**src/rtl/pipe_mux.sv**
```systemverilog
// pipe_mux: registered N-to-1 word selector with a two-entry skid buffer.
// The main register drives the outputs directly; the skid register catches
// a word accepted while downstream stalls, so in_ready can be a pure
// function of state and never depends combinationally on out_ready.
module pipe_mux #(
  parameter int WIDTH  = 32,
  parameter int NUM_IN = 4,
  parameter int SEL_W  = 2
) (
  input  logic                    clk,
  input  logic                    reset,
  input  logic [NUM_IN*WIDTH-1:0] in_data,
  input  logic [SEL_W-1:0]        sel,
  input  logic                    in_valid,
  output logic                    in_ready,
  output logic [WIDTH-1:0]        out_data,
  output logic                    out_sel_err,
  output logic                    out_valid,
  input  logic                    out_ready
);

  typedef enum logic [1:0] {
    EMPTY = 2'd0,
    ONE   = 2'd1,
    TWO   = 2'd2
  } state_t;

  state_t state_reg;
  state_t state_next;

  logic [WIDTH-1:0] main_data_reg;
  logic             main_err_reg;
  logic [WIDTH-1:0] skid_data_reg;
  logic             skid_err_reg;

  logic [WIDTH-1:0] chan [NUM_IN];
  logic [WIDTH-1:0] sel_word;
  logic             sel_err;

  logic accept;
  logic xfer;
  logic load_main;
  logic load_skid;
  logic skid_to_main;

  // Split the flat input bus into one word per channel.
  genvar gi;
  generate
    for (gi = 0; gi < NUM_IN; gi++) begin : g_chan
      assign chan[gi] = in_data[gi*WIDTH +: WIDTH];
    end
  endgenerate

  // Select the addressed channel; an out-of-range select yields zero plus an error flag.
  always_comb begin
    sel_word = '0;
    sel_err  = 1'b1;
    for (int k = 0; k < NUM_IN; k++) begin
      if (sel == SEL_W'(k)) begin
        sel_word = chan[k];
        sel_err  = 1'b0;
      end
    end
  end

  // Handshake flags are decoded purely from state.
  assign out_valid   = (state_reg != EMPTY);
  assign in_ready    = (state_reg != TWO);
  assign out_data    = main_data_reg;
  assign out_sel_err = main_err_reg;

  assign accept = in_valid && in_ready;
  assign xfer   = out_valid && out_ready;

  // State register.
  always_ff @(posedge clk) begin
    if (reset) begin
      state_reg <= EMPTY;
    end else begin
      state_reg <= state_next;
    end
  end

  // Next-state and datapath steering decisions.
  always_comb begin
    state_next   = state_reg;
    load_main    = 1'b0;
    load_skid    = 1'b0;
    skid_to_main = 1'b0;
    case (state_reg)
      EMPTY: begin
        if (accept) begin
          load_main  = 1'b1;
          state_next = ONE;
        end
      end
      ONE: begin
        if (accept && xfer) begin
          load_main = 1'b1;
        end else if (accept) begin
          load_skid  = 1'b1;
          state_next = TWO;
        end else if (xfer) begin
          state_next = EMPTY;
        end
      end
      TWO: begin
        if (xfer) begin
          skid_to_main = 1'b1;
          state_next   = ONE;
        end
      end
      default: begin
        state_next = EMPTY;
      end
    endcase
  end

  // Main and skid storage; registers keep their last value when not loaded.
  always_ff @(posedge clk) begin
    if (reset) begin
      main_data_reg <= '0;
      main_err_reg  <= 1'b0;
      skid_data_reg <= '0;
      skid_err_reg  <= 1'b0;
    end else begin
      if (load_main) begin
        main_data_reg <= sel_word;
        main_err_reg  <= sel_err;
      end else if (skid_to_main) begin
        main_data_reg <= skid_data_reg;
        main_err_reg  <= skid_err_reg;
      end
      if (load_skid) begin
        skid_data_reg <= sel_word;
        skid_err_reg  <= sel_err;
      end
    end
  end

endmodule

```
**config.mk**
```make
export PLATFORM = sky130hd
export DESIGN_NAME = pipe_mux
export DESIGN_NICKNAME = d
export VERILOG_FILES = /design/src/rtl/pipe_mux.sv
export SDC_FILE = /design/constraint.sdc
export NUM_CORES = 1
export LEC_CHECK = 0
export ABC_CLOCK_PERIOD_IN_PS = 1470
export BUFFER_PORTS_ARGS = -buffer_cell sky130_fd_sc_hd__buf_4
export CORE_MARGIN = 2
export CORE_UTILIZATION = 43
export DETAILED_ROUTE_END_ITERATION = 6
export GPL_TIMING_DRIVEN = 0
export PLACE_DENSITY = 0.87
export SLEW_MARGIN = 25
export SYNTH_ARGS = -nofsm -noshare
export SYNTH_HDL_FRONTEND = slang
export SYNTH_SLANG_ARGS = --single-unit
```
**constraint.sdc**
```tcl
create_clock -name clk -period 1.47 [get_ports clk]
set_input_delay 0.294 -clock clk [delete_from_list [all_inputs] [get_ports clk]]
set_output_delay 0.294 -clock clk [all_outputs]
set_load 0.02 [all_outputs]
```
# Word level (Yosys, flattened, before mapping)
# Cells that the tools add are included.
[totals]
latch_bits = 0
regBits = 68
input_bits = 134
romBits = 0
memories = 0
out_inout_bits = 35
ramBits = 0
[op_classes]
n_eq_ne = 10
magnitude_cmp = 0
n_mul = 0
shift = 0
n_reduce_logical = 8
bitwise = 0
addsub = 0
n_div = 0
muxes = 25
[op_table]
columns = ["operator", "count"]
rows = [
  ["$mux W32", 6],
  ["$mux W1", 12],
  ["$mux W2", 5],
  ["$ne A2 B2 Y1 const B", 4],
  ["$eq A2 B2 Y1 const B", 3],
  ["$pmux W2 S3", 1],
  ["$eq A2 B1 Y1 const B", 2],
  ["$logic_not A2 Y1", 2],
  ["$reduce_and A4 Y1", 1],
  ["$reduce_bool A2 Y1", 2],
  ["$logic_and A1 B1 Y1", 3],
  ["$ne A3 B3 Y1 const B", 1],
  ["$pmux W1 S2", 1],
]

# Depth between registers and ports, before layout
[depth]
ltp_word = 6
depth_mapped = 6

# Worst setup path before layout
# No wires, ideal clock.
[synth_path]
path_kind = "input-to-reg"
start = "input sel[0]"
end = "register main_data_reg[14] (netlist: out_data[14])"
path_stages = 5
path_buffers = 2
path_slack_ps = 37
t_arrival_ps = 1296
required_ps = 1332
cell_sequence = "buf_6 > buf_6 > mux4_1 > nor3_1 > a211oi_1"
[synth_via]
elab_chain_cells = 6
word_cells_on_any_way = 9
cone_classes = "eq/ne: 3; mux: 5; reduce/logical: 1"
[synth_rtl]
columns = ["item", "line", "rtl"]
rows = [
  ["from (decl)", "13", "input logic [SEL_W-1:0] sel,"],
  ["$logic_not A2 Y1", "59", "if (sel == SEL_W'(k)) begin"],
  ["$mux W32 (3 in series)", "59", ""],
  ["$mux W32 *", "59", ""],
  ["$mux W32 *", "127", "if (load_main) begin"],
  ["to (signal assigned)", "128", "main_data_reg <= sel_word;"],
  ["to (signal assigned)", "131", "main_data_reg <= skid_data_reg;"],
  ["to (decl)", "31", "logic [WIDTH-1:0] main_data_reg;"],
]
# Every way passes the cells marked *; elsewhere a longest branch is shown, timed or not.
# A chain may end at the register's enable or synchronous reset.

# Worst setup path in the final report
[layout_path]
start = "register state_reg[1]"
end = "register main_data_reg[4] (netlist: out_data[4])"
[layout_via]
elab_chain_cells = 6
word_cells_on_any_way = 15
cone_classes = "eq/ne: 3; mux: 6; reduce/logical: 6"
[layout_rtl]
columns = ["item", "line", "rtl"]
rows = [
  ["from (decl)", "28", "state_t state_reg;"],
  ["from (signal assigned)", "80", "state_reg <= state_next;"],
  ["$ne A2 B2 Y1 or $reduce_bool A2 Y1 (tied branches)", "68, 67", ""],
  ["$logic_and A1 B1 Y1 (on tied branches)", "72, 73", ""],
  ["$logic_and A1 B1 Y1", "98", "if (accept && xfer) begin"],
  ["$mux W1", "98", ""],
  ["$pmux W1 S2", "90", "case (state_reg)"],
  ["$mux W32 or $reduce_bool A2 Y1 (tied branches)", "-", ""],
]
# Parallel ways exist; a longest one is shown, timed or not.

==> results.py <==
metrics = {
    "final_layout": {
        "final_util_pct": 63.62,
        "n_antenna_cell": 0,
        "drive_gt1_share_pct": 44.58,
        "multi_input_area_sq_um": 2247,
        "seq_area_sq_um": 1369,
        "fill_cells": 654,
        "stdcell_count": 671,
        "nets": 692,
        "syn_to_final_growth_pct": 44.82,
    },
    "die": {
        "fp.dieW_um": 97.93,
        "dieArea_sq_um": 9589,
        "num_io_pins": 169,
        "rows": 34,
        "fp.coreArea_sq_um": 8636,
        "initial_core_util_pct": 43.93,
        "die_y_um": 97.93,
    },
    "detailed_routing": {
        "avgViaCountPerCell": 5.984,
        "wl_um": 12750,
        "drc": 0,
        "drt_iter0_markers": 303,
        "firstDrtPassIters": 5,
        "vias": 4015,
        "avgRoutedWirePerCell_um": 19.00,
        "antenna_left": 0,
    },
    "synth": {
        "synth_commonest_cells": "68 x dfxtp_1, 67 x nand2_1, 33 x a211oi_1, 33 x a21oi_1",
        "synth.most_common_cell": "dfxtp_1",
        "synth_top_area_share_pct": 35.88,
        "ys_warn_count": 0,
        "async_flop_share_pct": 0,
        "syn_nets": 515,
        "syn_area_per_cell_sq_um": 9.957,
        "synth_ff_type": "dfxtp_1",
        "synth_area_leader_cell": "dfxtp_1",
        "syn_area_sq_um": 3794,
        "synth.distinct_cells": 30,
        "synth_area_leaders": "dfxtp_1 36%, mux4_1 15%, nand2_1 6.6%, a211oi_1 6.5%, mux4_2 6.5%",
        "yosysSeqAreaShare_pct": 35.88,
        "syn_inst": 381,
        "synth-edff-count": 0,
        "ys_seq_elements": 68,
    },
    "cts": {
        "cts.sinks": 68,
        "clk_pin_slew_ps": 80,
        "cts_root_buffer": "clkbuf_8",
        "insertion_delay_ps": 350,
        "cts_tree": "done",
        "clock_path_buffers": 2,
        "htree_levels": 3,
        "cts_made_buffers": 9,
    },
    "pwr": {
        "leakagePower_nw": 2.350,
        "power_density_nw_per_um2": 898.3,
        "power.total_w": 0.004936,
        "peakVddDrop_mv": 0.4722,
    },
    "place": {
        "placed_cells_incl_taps": 654,
        "place.port_buffers": 165,
        "pre_cts_ws_ps": -145.3,
        "hpwl_um": 9731,
        "gp_congestion": 0.8578,
    },
    "setup_path": {
        "arrival_ps": 1670,
        "slowest_delay_ps": 410,
        "path_class": "flip-flop to flip-flop",
        "cp-start-kind": "flip-flop",
        "critPathRequiredTime_ps": 1680,
        "end_kind": "flip-flop",
        "cp_max_fo": 10,
        "crit_family": "flip-flops",
        "crit_slowest_cell": "dfxtp_4",
        "worst-path-buf-inv": 1,
        "worstPathCellList": "mux2_4 -> buf_2 -> a211oi_1 -> a311oi_1",
    },
    "sta": {
        "slew_violations": 0,
        "tightest_slew_ps": 577.5,
        "relSlewSlack_pct": 61.50,
        "min_period_over_period_pct": 99.51,
        "finClkSkew_ps": 8.576,
        "rsz0062_at_grt": "yes",
        "timing.final.ws_setup_ps": 7.150,
        "fmax_mhz": 683.6,
        "min_period_ps": 1463,
        "setup_viol": 0,
        "hold_viol_final": 0,
    },
    "grt": {
        "grt_pass1_vias": 3982,
        "grt_overflow": 0,
        "antenna_found_initial": 0,
        "grt.total_usage_pct": 25.71,
        "grt_max_degree": 12,
        "grt_first_pass_wirelength_um": 19620,
    },
    "status": {
        "status": "completed",
    },
    "worst_hold_path": {
        "hold_class": "primary input to flip-flop",
    },
    "flow_run": {
        "maxCapViolations": 0,
    },
}
cell type report:
| cell class | count | share of cell area, % |
|---|---|---|
| multi-input cells | 267 | 40.90 |
| flip-flops and latches | 68 | 24.91 |
| repair buffers | 167 | 22.89 |
| plain buffers | 44 | 5.079 |
| clock buffers | 12 | 2.824 |
| well taps | 108 | 2.460 |
| clock inverters | 4 | 0.8654 |
| inverters | 1 | 0.06832 |
worst paths after layout:
path	start	end	slack, ps	cells after the start
hold / removal	in_valid	state_reg[0]$_SDFFE_PP0P_	330	4
hold reg to reg	skid_data_reg[9]$_SDFFE_PP0P_	skid_data_reg[9]$_SDFFE_PP0P_	460	2
setup / recovery	state_reg[1]$_SDFFE_PP0P_	out_data[4]$_SDFFE_PP0P_	7	4
setup reg to reg	state_reg[1]$_SDFFE_PP0P_	out_data[4]$_SDFFE_PP0P_	7	4
cell usage in the layout (no fill, tap or decap), types with 2 or more instances in the layout:
cell type	count
a211oi_1	22
a211oi_2	11
a21o_1	2
a21oi_1	33
a311oi_1	16
a311oi_2	4
buf_2	12
buf_4	167
buf_6	8
clkbuf_1	9
clkbuf_2	7
clkbuf_4	9
clkbuf_8	11
clkinv_2	2
dfxtp_1	66
dfxtp_4	2
mux2i_1	13
mux4_1	21
mux4_2	11
nand2_1	67
nand2b_1	3
nand3_1	20
nor3_1	12
o21ai_0	21
tightest hold or removal path: cells and delay by family:
kind	cells	cell delay [ps]
AO/OA/AOI/OAI	2	150
buffers and inverters	1	140
AND/OR/NAND/NOR	1	60
timing repair:
action	4_1_cts	5_1_grt
setup endpoints to repair	31	33
gates resized for setup	19	22
hold buffers	0	0
buffers inserted	0	2
metrics by stage:
step	setup TNS [ps]	cell area, sq um	hold slack [ps]
2_1_floorplan	0	3794	432.9
3_3_place_gp	-2004	5167	438.2
3_5_place_dp	-4276	5167	443.9
4_1_cts	0	5420	340.7
5_1_grt	-183.9	5494	345.7
6_report	0	5494	333.5
report_power, final:
group	switching [W]	leakage [nW]	internal (W)	total, W
clock	0.000724	0.102	0.000871	0.00160
sequential	0.0000791	0.558	0.00196	0.00204
combinational	0.000626	1.69	0.000677	0.00130
cells by family after synthesis:
| kind of cell | Yosys count | share of synthesized area [%] |
|---|---|---|
| simple gates | 112 | 13.46 |
| compound gates | 109 | 18.83 |
| flops | 68 | 35.88 |
| mux | 46 | 24.90 |
| buf+inv | 46 | 6.926 |
metal layers:
metal / track usage, % / up-vias / share of wire, %
met5: 0 / - / 0
met1: 30.42 / 1938 / 38
met4: 9.509 / 0 / 2.8
li1: - / 1817 / -
met3: 5.727 / 28 / 8.2
met2: 45.63 / 232 / 51
(Power assumes the default switching activity.)
